`src/rtl/vga_pkg.sv`:
```
// Shared definitions for the asynchronous write capture block:
// default widths/depth and the consumer-side FIFO state encoding.
package vga_pkg;

    localparam int ADDR_W_DEF = 11;
    localparam int DATA_W_DEF = 8;
    localparam int DEPTH_DEF  = 4;

    typedef enum logic {
        EMPTY    = 1'b0,
        NONEMPTY = 1'b1
    } fifo_state_e;

endpackage

```
`src/rtl/cmd_fifo.sv`:
```
// Command FIFO with registered valid (EMPTY/NONEMPTY FSM) and sticky overflow.
// Ports: clk_i, rst_i (async high), push_i/din_i write side,
//        valid_o/ready_i/dout_o read side, overflow_o sticky drop flag.
module cmd_fifo
    import vga_pkg::*;
#(
    parameter int WIDTH = ADDR_W_DEF + DATA_W_DEF,
    parameter int DEPTH = DEPTH_DEF
) (
    input  logic             clk_i,
    input  logic             rst_i,
    input  logic             push_i,
    input  logic [WIDTH-1:0] din_i,
    input  logic             ready_i,
    output logic             valid_o,
    output logic [WIDTH-1:0] dout_o,
    output logic             overflow_o
);

    localparam int PW = $clog2(DEPTH);
    localparam int CW = PW + 1;

    logic [WIDTH-1:0] mem_q [DEPTH];
    logic [PW-1:0]    wr_ptr_q;
    logic [PW-1:0]    rd_ptr_q;
    logic [CW-1:0]    count_q;
    logic [CW-1:0]    count_d;
    fifo_state_e      state_q;
    logic             overflow_q;

    logic pop;
    logic full;
    logic wr_en;
    logic drop;

    assign pop   = (state_q == NONEMPTY) & ready_i;
    assign full  = (count_q == CW'(DEPTH));
    // A full FIFO still accepts a push when the head leaves in the same cycle.
    assign wr_en = push_i & (~full | pop);
    assign drop  = push_i & full & ~pop;

    always_comb begin
        count_d = count_q;
        case ({wr_en, pop})
            2'b10:   count_d = count_q + 1'b1;
            2'b01:   count_d = count_q - 1'b1;
            default: count_d = count_q;
        endcase
    end

    always_ff @(posedge clk_i or posedge rst_i) begin
        if (rst_i) begin
            wr_ptr_q   <= '0;
            rd_ptr_q   <= '0;
            count_q    <= '0;
            overflow_q <= 1'b0;
            state_q    <= EMPTY;
        end else begin
            if (wr_en) wr_ptr_q <= wr_ptr_q + 1'b1;
            if (pop)   rd_ptr_q <= rd_ptr_q + 1'b1;
            count_q <= count_d;
            if (drop) overflow_q <= 1'b1;
            case (state_q)
                EMPTY: begin
                    if (wr_en) state_q <= NONEMPTY;
                end
                NONEMPTY: begin
                    if (pop && !wr_en && count_q == CW'(1))
                        state_q <= EMPTY;
                end
                default: state_q <= EMPTY;
            endcase
        end
    end

    always_ff @(posedge clk_i) begin
        if (wr_en) mem_q[wr_ptr_q] <= din_i;
    end

    assign valid_o    = (state_q == NONEMPTY);
    assign dout_o     = valid_o ? mem_q[rd_ptr_q] : '0;
    assign overflow_o = overflow_q;

endmodule

```
`src/rtl/async_write_sync.sv`:
```
// Captures writes signalled by an asynchronous strobe into a command FIFO.
// Ports: clk_50, reset (async high), wr_strobe/wr_addr/wr_data async write,
//        out_valid/out_ready/out_addr/out_data FIFO head, overflow sticky.
// Option: define ASYNC_WRITE_GLITCH_FILTER_EN to require two synced high cycles.
module async_write_sync
    import vga_pkg::*;
#(
    parameter int ADDR_W = ADDR_W_DEF,
    parameter int DATA_W = DATA_W_DEF,
    parameter int DEPTH  = DEPTH_DEF
) (
    input  logic              clk_50,
    input  logic              reset,
    input  logic              wr_strobe,
    input  logic [ADDR_W-1:0] wr_addr,
    input  logic [DATA_W-1:0] wr_data,
    output logic              out_valid,
    input  logic              out_ready,
    output logic [ADDR_W-1:0] out_addr,
    output logic [DATA_W-1:0] out_data,
    output logic              overflow
);

`ifdef ASYNC_WRITE_GLITCH_FILTER_EN
    localparam logic [1:0] INIT = 2'd3;
`else
    localparam logic [1:0] INIT = 2'd2;
`endif

    logic       s1_q;
    logic       s2_q;
    logic       s3_q;
    logic [1:0] init_q;
    logic       det;

`ifdef ASYNC_WRITE_GLITCH_FILTER_EN
    logic s2d_q;
`endif

    // s3 is held high until the sync chain has seen the strobe level
    // present at reset release, so an already-high strobe is not a write.
    always_ff @(posedge clk_50 or posedge reset) begin
        if (reset) begin
            s1_q   <= 1'b0;
            s2_q   <= 1'b0;
            s3_q   <= 1'b0;
            init_q <= INIT;
`ifdef ASYNC_WRITE_GLITCH_FILTER_EN
            s2d_q  <= 1'b0;
`endif
        end else begin
            s1_q <= wr_strobe;
            s2_q <= s1_q;
`ifdef ASYNC_WRITE_GLITCH_FILTER_EN
            s2d_q <= s2_q;
            s3_q  <= (init_q != 2'd0) | s2d_q;
`else
            s3_q  <= (init_q != 2'd0) | s2_q;
`endif
            if (init_q != 2'd0) init_q <= init_q - 2'd1;
        end
    end

`ifdef ASYNC_WRITE_GLITCH_FILTER_EN
    assign det = s2_q & s2d_q & ~s3_q;
`else
    assign det = s2_q & ~s3_q;
`endif

    logic [ADDR_W+DATA_W-1:0] head;

    // Address/data are stable while the strobe is high, so they are
    // sampled straight from the pins in the detection cycle.
    cmd_fifo #(
        .WIDTH (ADDR_W + DATA_W),
        .DEPTH (DEPTH)
    ) u_fifo (
        .clk_i      (clk_50),
        .rst_i      (reset),
        .push_i     (det),
        .din_i      ({wr_addr, wr_data}),
        .ready_i    (out_ready),
        .valid_o    (out_valid),
        .dout_o     (head),
        .overflow_o (overflow)
    );

    assign out_addr = head[ADDR_W+DATA_W-1:DATA_W];
    assign out_data = head[DATA_W-1:0];

endmodule

```
`config.mk`:
```
export PLATFORM = sky130hd
export DESIGN_NAME = async_write_sync
export DESIGN_NICKNAME = d
export VERILOG_FILES = /design/src/rtl/vga_pkg.sv /design/src/rtl/cmd_fifo.sv /design/src/rtl/async_write_sync.sv
export SDC_FILE = /design/constraint.sdc
export NUM_CORES = 1
export LEC_CHECK = 0
export CAP_MARGIN = 10
export CORE_ASPECT_RATIO = 1.1
export CORE_MARGIN = 2
export CORE_UTILIZATION = 59
export CTS_CLUSTER_DIAMETER = 120
export DETAILED_ROUTE_END_ITERATION = 12
export GPL_ROUTABILITY_DRIVEN = 0
export PLACE_DENSITY = 0.84
export SETUP_SLACK_MARGIN = 0.5
export SYNTH_ARGS = -nofsm -noshare
export SYNTH_HDL_FRONTEND = slang
export SYNTH_SLANG_ARGS = --single-unit
```
`constraint.sdc`:
```
create_clock -name clk_50 -period 5.25 [get_ports clk_50]
set_clock_uncertainty 0.15 [all_clocks]
set_input_delay 1.05 -clock clk_50 [delete_from_list [all_inputs] [get_ports clk_50]]
set_output_delay 1.05 -clock clk_50 [all_outputs]
set_load 0.005 [all_outputs]
```
==> results of run 1 <==
-- area by class of cell --
class / instances / area (µm²) / share of cell area, %
multi-input combinational: 79 / 885 / 20.6
timing repair buffer: 44 / 438 / 10.2
sequential: 90 / 2630 / 61.5
clock inverter: 1 / 5.00 / 0.117
clock buffer: 15 / 198 / 4.61
tap: 77 / 96.3 / 2.25
inverter: 8 / 30.0 / 0.701
-- how the worst max path moves through the flow --
stage | startpoint | to | slack [ns] | depth (start not counted)
floorplan | out_ready | u_fifo.mem_q[0][0] | 2.68 | 3
global placement | out_ready | u_fifo.mem_q[1][2] | 1.75 | 4
detailed placement | out_ready | u_fifo.mem_q[1][15] | 1.64 | 4
CTS | u_fifo.rd_ptr_q[0] | out_addr[3] | 1.51 | 4
global route | u_fifo.rd_ptr_q[0] | out_addr[3] | 1.42 | 4
finish | u_fifo.rd_ptr_q[0] | out_addr[3] | 1.57 | 4
-- synth_stat cells (2+ instances only) --
library cell / number
edfxtp_1: 76
buf_2: 2
ha_1: 9
nand2_1: 3
clkbuf_1: 2
buf_6: 2
mux4_2: 18
and2_1: 23
a21oi_1: 4
o21ai_0: 2
dfrtp_1: 13
inv_1: 8
xnor2_1: 5
nand2b_1: 2
-- layout by cell type (no fill, tap or decap), types with 2 or more instances in the layout --
cell type	instances
a21oi_1	4
and2_1	23
clkbuf_1	2
clkbuf_8	12
clkdlybuf4s50_1	43
dfrtp_1	13
edfxtp_1	76
ha_1	9
inv_1	8
mux4_2	18
nand2_1	3
nand2b_1	2
o21ai_0	2
xnor2_1	5
-- cell families after synthesis --
| family | after synthesis | synth area share, % |
|---|---|---|
| compound gates | 14 | 2.89 |
| simple gates | 31 | 5.09 |
| fa+ha+maj | 9 | 3.14 |
| flops | 90 | 73.4 |
| xor+xnor | 5 | 1.22 |
| buf+inv | 14 | 1.95 |
| mux | 20 | 12.3 |
-- flip-flops by register name, summed over array words and instances, names as in the netlist --
register           cells
u_fifo.rd_ptr_q        2
u_fifo.overflow_o      1
u_fifo.mem_q          76
init_q                 2
s3_q                   1
s2_q                   1
u_fifo.count_q         3
u_fifo.valid_o         1
s1_q                   1
u_fifo.wr_ptr_q        2
-- routing by layer --
layer / track usage [%] / vias up / routed length [µm]
li1: - / 800 / -
met5: 0 / - / 0
met3: 4.74 / 10 / 211
met1: 23.3 / 865 / 2320
met2: 32.5 / 44 / 3020
met4: 8.61 / 0 / 104
-- report_power, final --
| group | switching (mW) | leakage, nW | internal (mW) |
|---|---|---|---|
| Clock | 0.212 | 0.105 | 0.240 |
| Combinational | 0.238 | 0.519 | 0.416 |
| Sequential | 0.0989 | 0.852 | 0.876 |
| Total | 0.549 | 1.48 | 1.53 |
-- worst reg2reg max path, cell delays in order, from the launching register on --
cell and delay, ns:
dfrtp_1 0.83, nand2_1 0.33, a31oi_2 0.41, and2_1 0.83
==> metrics.md, run 1 <==
| Metric | Value |
|---|---|
| # IOs | `44` |
| HPWL Detailed | `3.66 mm` |
| Buffers on Ports | `43` |
| Post-route cell area | `0.00429 mm²` |
| Post-synthesis async set-or-reset flop share | `15.6%` |
| Via density | `5.47` |
| Layout cells sized above 1 | `15.2%` |
| Setup violators final | `0` |
| Max stage delay on crit path | `0.55 ns` |
| CTS tree | `built` |
| First-pass GRT wire length | `9.11 mm` |
| Synth area leaders | `edfxtp_1, mux4_2, dfrtp_1` |
| Fmax | `272 MHz` |
| Clock Tree Root | `clkbuf_8` |
| Post-synthesis cell count | `183` |
| Post-route ant nets | `0` |
| Leak Pwr | `1.48 nW` |
| Deepest clock path buffer count | `2` |
| Critical path class | `flop to output pin` |
| Worst slew margin | `35.6%` |
| Hold depth | `0` |
| Antenna violations before repair | `0` |
| Total power draw | `2.08 mW` |
| Global route overflow | `0` |
| Sequential share of the synthesized area | `73.4%` |
| Hold Path Class | `flop to flop` |
| Largest net degree at the start of global routing | `25` |
| Layout area overhead | `19.4%` |
| Hold Path Sink | `s2_q` |
| EDFF count, synth | `76` |
| Unrepaired setup endpoints after global routing | `false` |
| CTS Buf Count | `9` |
| Pwr Density | `485 mW/mm²` |
| Hold_buf cts | `0` |
| Reg2reg setup slack | `2.32 ns` |
| Fin. Hold Viols | `0` |
| Clk Latency, worst-skew pair | `0.34 ns` |
| Slowest cell on crit path | `dfrtp_1` |
| Core area | `0.00584 mm²` |
| Post-layout util | `73.4%` |
| Avg WL per Cell | `18.0 µm` |
| Gr usage total | `19.1%` |
| Crit path max-delay family | `buffers and inverters` |
| Mapped Nets | `215` |
| CTS-repair resized insts | `0` |
| Hold Startpoint | `s1_q` |
| Slew Viols, Final | `0` |
| Period utilization | `70.1%` |
| Worst setup SP type | `flop` |
| Reg2reg start | `u_fifo.valid_o` |
| Drt pass-1 iters | `4` |
| Post-layout minimum cycle time | `3.68 ns` |
| Placed insts | `298` |
| Synth Register Bits | `90` |
| WL final | `5.65 mm` |
| Peak supply drop | `0.304 mV` |
| Area leader, netlist | `edfxtp_1` |
| Die Y | `85.8 µm` |
| Worst path required time | `4.05 ns` |
| Pre-CTS setup slack | `1.64 ns` |
| Vias | `1719` |
| Status | `complete, no violations` |
| Fillers | `335` |
| CTS sink count | `90` |
| Register clock-pin slew on the reported worst setup and hold paths | `0.08 ns` |
| Die area | `0.00672 mm²` |
| Fin nets | `264` |
| Postcts setup bufs | `0` |
| Area of placed instances | `0.00408 mm²` |
| Ys Warns | `0` |
| Reg2reg end | `u_fifo.mem_q[1][7]` |
| Initial drt markers | `96` |
| Row count | `29` |
| Fin Hold WS | `0.206 ns` |
| Number of global-route vias before repair | `1798` |
| Share of the synthesized area in the top cell type | `63.6%` |
| H-tree Lvls | `3` |
| Crit path DAT | `2.48 ns` |
| Avg Cell Area, Syn | `19.6 µm²` |
| Non-filler cells, final | `314` |
| Post-Syn Area | `0.00359 mm²` |
| Reg2Reg Depth | `3` |
| Critical Path End Type | `output pin` |
| Final worst-path setup slack | `1.57 ns` |
| Max Fanout on Critical Path | `16` |
| Max Cap Viol | `0` |
| DRC viols | `0` |
| Antenna Cells | `0` |
| Crit path cell chain | `buf_4 -> mux4_2 -> and2_1 -> clkdlybuf4s50_1` |
| Critical path buffers and inverters | `2` |
| Die span in x | `78.4 µm` |
| Synth cell types | `28` |
| Dominant synthesized flop cell | `edfxtp_1` |
| Least-Margin Pin Slew | `0.966 ns` |
| Initial Util | `61.4%` |
| Post-route setup TNS | `0 ns` |
Power figures use the tool's default switching activity.
==> run 2, diff against run 1 <==
- CORE_UTILIZATION: 59 -> 49
- PLACE_DENSITY: 0.84 -> 0.74
- clock period: 5.25 -> 3.2 ns (I/O delays scaled with it)
==> metrics.md, run 2 (same netlist as run 1, synthesis figures left out) <==
| Metric | Value |
|---|---|
| Die Y | `93.8 µm (+9.3%)` |
| Post-layout minimum cycle time | `2.76 ns` |
| Crit path cell chain | `buf_6 -> buf_12 -> buf_16 -> buf_4 -> mux4_2 -> and2_4 -> clkbuf_2` |
| Met2 GRT Util | `28.1% (-4.5 points)` |
| Setup violators final | `0 (unchanged)` |
| WP depth | `7 (+3)` |
| Global route overflow | `0 (unchanged)` |
| Number of global-route vias before repair | `1903 (+5.8%)` |
| Clock Tree Root | `clkbuf_8` |
| Antenna Cells | `0 (unchanged)` |
| Die span in x | `85.6 µm (+9.2%)` |
| Regs by FF count | `u_fifo.mem_q (76), u_fifo.count_q (3)` |
| Deepest clock path buffer count | `2 (unchanged)` |
| Max Cap Viol | `0 (unchanged)` |
| Max Fanout on Critical Path | `6 (-10)` |
| # IOs | `44 (unchanged)` |
| Slowest cell on crit path | `dfrtp_2` |
| Fmax | `362 MHz` |
| Layout area overhead | `26.5%` |
| Fillers | `487 (+45%)` |
| GR Layer Usage met3 | `3.16% (-1.6 points)` |
| Post-route setup TNS | `0 ns (unchanged)` |
| CTS sink count | `90 (unchanged)` |
| Reg with most FFs | `u_fifo.mem_q` |
| Period utilization | `86.3%` |
| Via density | `5.35 (-2.2%)` |
| Register clock-pin slew on the reported worst setup and hold paths | `0.08 ns (about the same)` |
| Critical path buffers and inverters | `5 (+3)` |
| Avg WL per Cell | `17.7 µm (-1.8%)` |
| Fin. Hold Viols | `0 (unchanged)` |
| Core area | `0.00705 mm² (+21%)` |
| Row count | `32 (+10%)` |
| GRT busiest layer | `met2` |
| Slew Viols, Final | `0 (unchanged)` |
| Area of placed instances | `0.00417 mm² (+2.0%)` |
| Crit path DAT | `1.97 ns (-0.51 ns)` |
| Antenna violations before repair | `0 (unchanged)` |
| First-pass GRT wire length | `9.72 mm (+6.6%)` |
| Peak supply drop | `0.426 mV (+40%)` |
| Hold_buf cts | `0 (unchanged)` |
| Unrepaired setup endpoints after global routing | `true` |
| Met1 GRT Util | `20.2% (-3.1 points)` |
| Hold depth | `0 (unchanged)` |
| Critical Path End Type | `output pin` |
| Leak Pwr | `1.67 nW (+13%)` |
| Hold Path Class | `flop to flop` |
| H-tree Lvls | `3 (unchanged)` |
| Largest register FFs | `76 (unchanged)` |
| Vias | `1884 (+9.6%)` |
| Reg2Reg Depth | `4 (+1)` |
| WL final | `6.23 mm (+10%)` |
| Reg2reg setup slack | `1.01 ns (-1.31 ns)` |
| DRC viols | `0 (unchanged)` |
| Layout cells sized above 1 | `29.2% (+14 points)` |
| Critical path class | `flop to output pin` |
| Fin nets | `294 (+11%)` |
| Post-route ant nets | `0 (unchanged)` |
| Worst slew margin | `64.0% (+28 points)` |
| Worst setup SP type | `flop` |
| Max stage delay on crit path | `0.45 ns (-0.10 ns)` |
| HPWL Detailed | `3.89 mm (+6.3%)` |
| Initial drt markers | `138 (+44%)` |
| Drt pass-1 iters | `4 (unchanged)` |
| Least-Margin Pin Slew | `0.539 ns (-0.427 ns)` |
| Largest net degree at the start of global routing | `25 (unchanged)` |
| Commonest non-fill, non-tap cell in the layout | `edfxtp_1` |
| Gr usage total | `16.7% (-2.4 points)` |
| Non-filler cells, final | `352 (+12%)` |
| Crit path max-delay family | `buffers and inverters` |
| Die area | `0.00802 mm² (+19%)` |
| Buffers on Ports | `43 (unchanged)` |
| CTS tree | `built` |
| Pwr Density | `798 mW/mm² (+64%)` |
| Worst path required time | `2.41 ns (-1.64 ns)` |
| Post-route cell area | `0.00454 mm² (+5.9%)` |
| CTS Buf Count | `9 (unchanged)` |
| Status | `complete, no violations` |
| Most frequent cells in the layout | `edfxtp_1, clkdlybuf4s50_1, buf_4, and2_1, mux4_2` |
| Placed insts | `314 (+5.4%)` |
| Initial Util | `50.9% (-11 points)` |
| Clk Latency, worst-skew pair | `0.35 ns (about the same)` |
run 2: changes by cell type in the layout (fill, tap and decap cells not counted), sizes merged:
cell,before,now
inv,8,9
buf,1,31
clkinvlp,0,1
clkdlybuf4s15,0,4
clkbuf,15,17
dlygate4sd2,0,8
dlymetal6s2s,0,1
clkinv,1,3
clkdlybuf4s50,43,24
run 2: what timing repair did:
action | 4_1_cts | 5_1_grt
setup buffers | 13 | 8
setup endpoints to repair | 19 | 34
gates cloned | 1 | 0
gates resized for setup | 28 | 20
run 2: worst reg2reg max path: cells and delay by family (launching register included):
kind	cells	cell delay [ns]
buffers and inverters	1	0.29
AOI/OAI and AO/OA	1	0.40
and+or+nand+nor	2	0.44
DFF	1	0.59
run 2: worst paths after layout:
kind,start,to
setup / recovery,u_fifo.rd_ptr_q[0],out_addr[5]
hold / removal,s1_q,s2_q
setup reg to reg,u_fifo.valid_o,u_fifo.mem_q[2][4]
hold reg to reg,s1_q,s2_q
max in group asynchronous,reset,u_fifo.rd_ptr_q[0]
min in group asynchronous,reset,init_q[0]
run 2: final cells by class:
| type | instances | area, µm² | share of cell area [%] |
|---|---|---|---|
| Multi-Input combinational cell | 79 | 883 | 19.5 |
| Tap cell | 85 | 106 | 2.34 |
| Sequential cell | 90 | 2640 | 58.1 |
| Clock inverter | 5 | 28.8 | 0.634 |
| Inverter | 8 | 30.0 | 0.662 |
| Timing Repair Buffer | 74 | 711 | 15.7 |
| Clock buffer | 11 | 141 | 3.12 |
run 2: per-layer routing:
metal | vias to the layer above | share of wire, %
met5 | - | 0
met4 | 0 | 2.5
met3 | 13 | 3.7
met2 | 40 | 53
met1 | 969 | 41
li1 | 862 | -
run 2: where the power goes:
part	internal [mW]	leakage (nW)	total [mW]	switching (mW)
Combinational	0.886	0.730	1.40	0.512
Sequential	1.44	0.849	1.56	0.117
Clock	0.300	0.0894	0.666	0.366
Total	2.62	1.67	3.62	0.996
run 2: per-stage QoR:
step                      utilization [%]  setup WS [ns]  hold slack [ns]  total power, mW
after floorplan                         -           1.04            0.181             2.22
after global placement               59.1          0.573            0.186             2.74
after detailed placement             59.1          0.467            0.194             2.77
after CTS                            63.6          0.376            0.212             3.57
after global routing                 64.4          0.375            0.218             3.82
final                                64.4          0.438            0.208             3.62
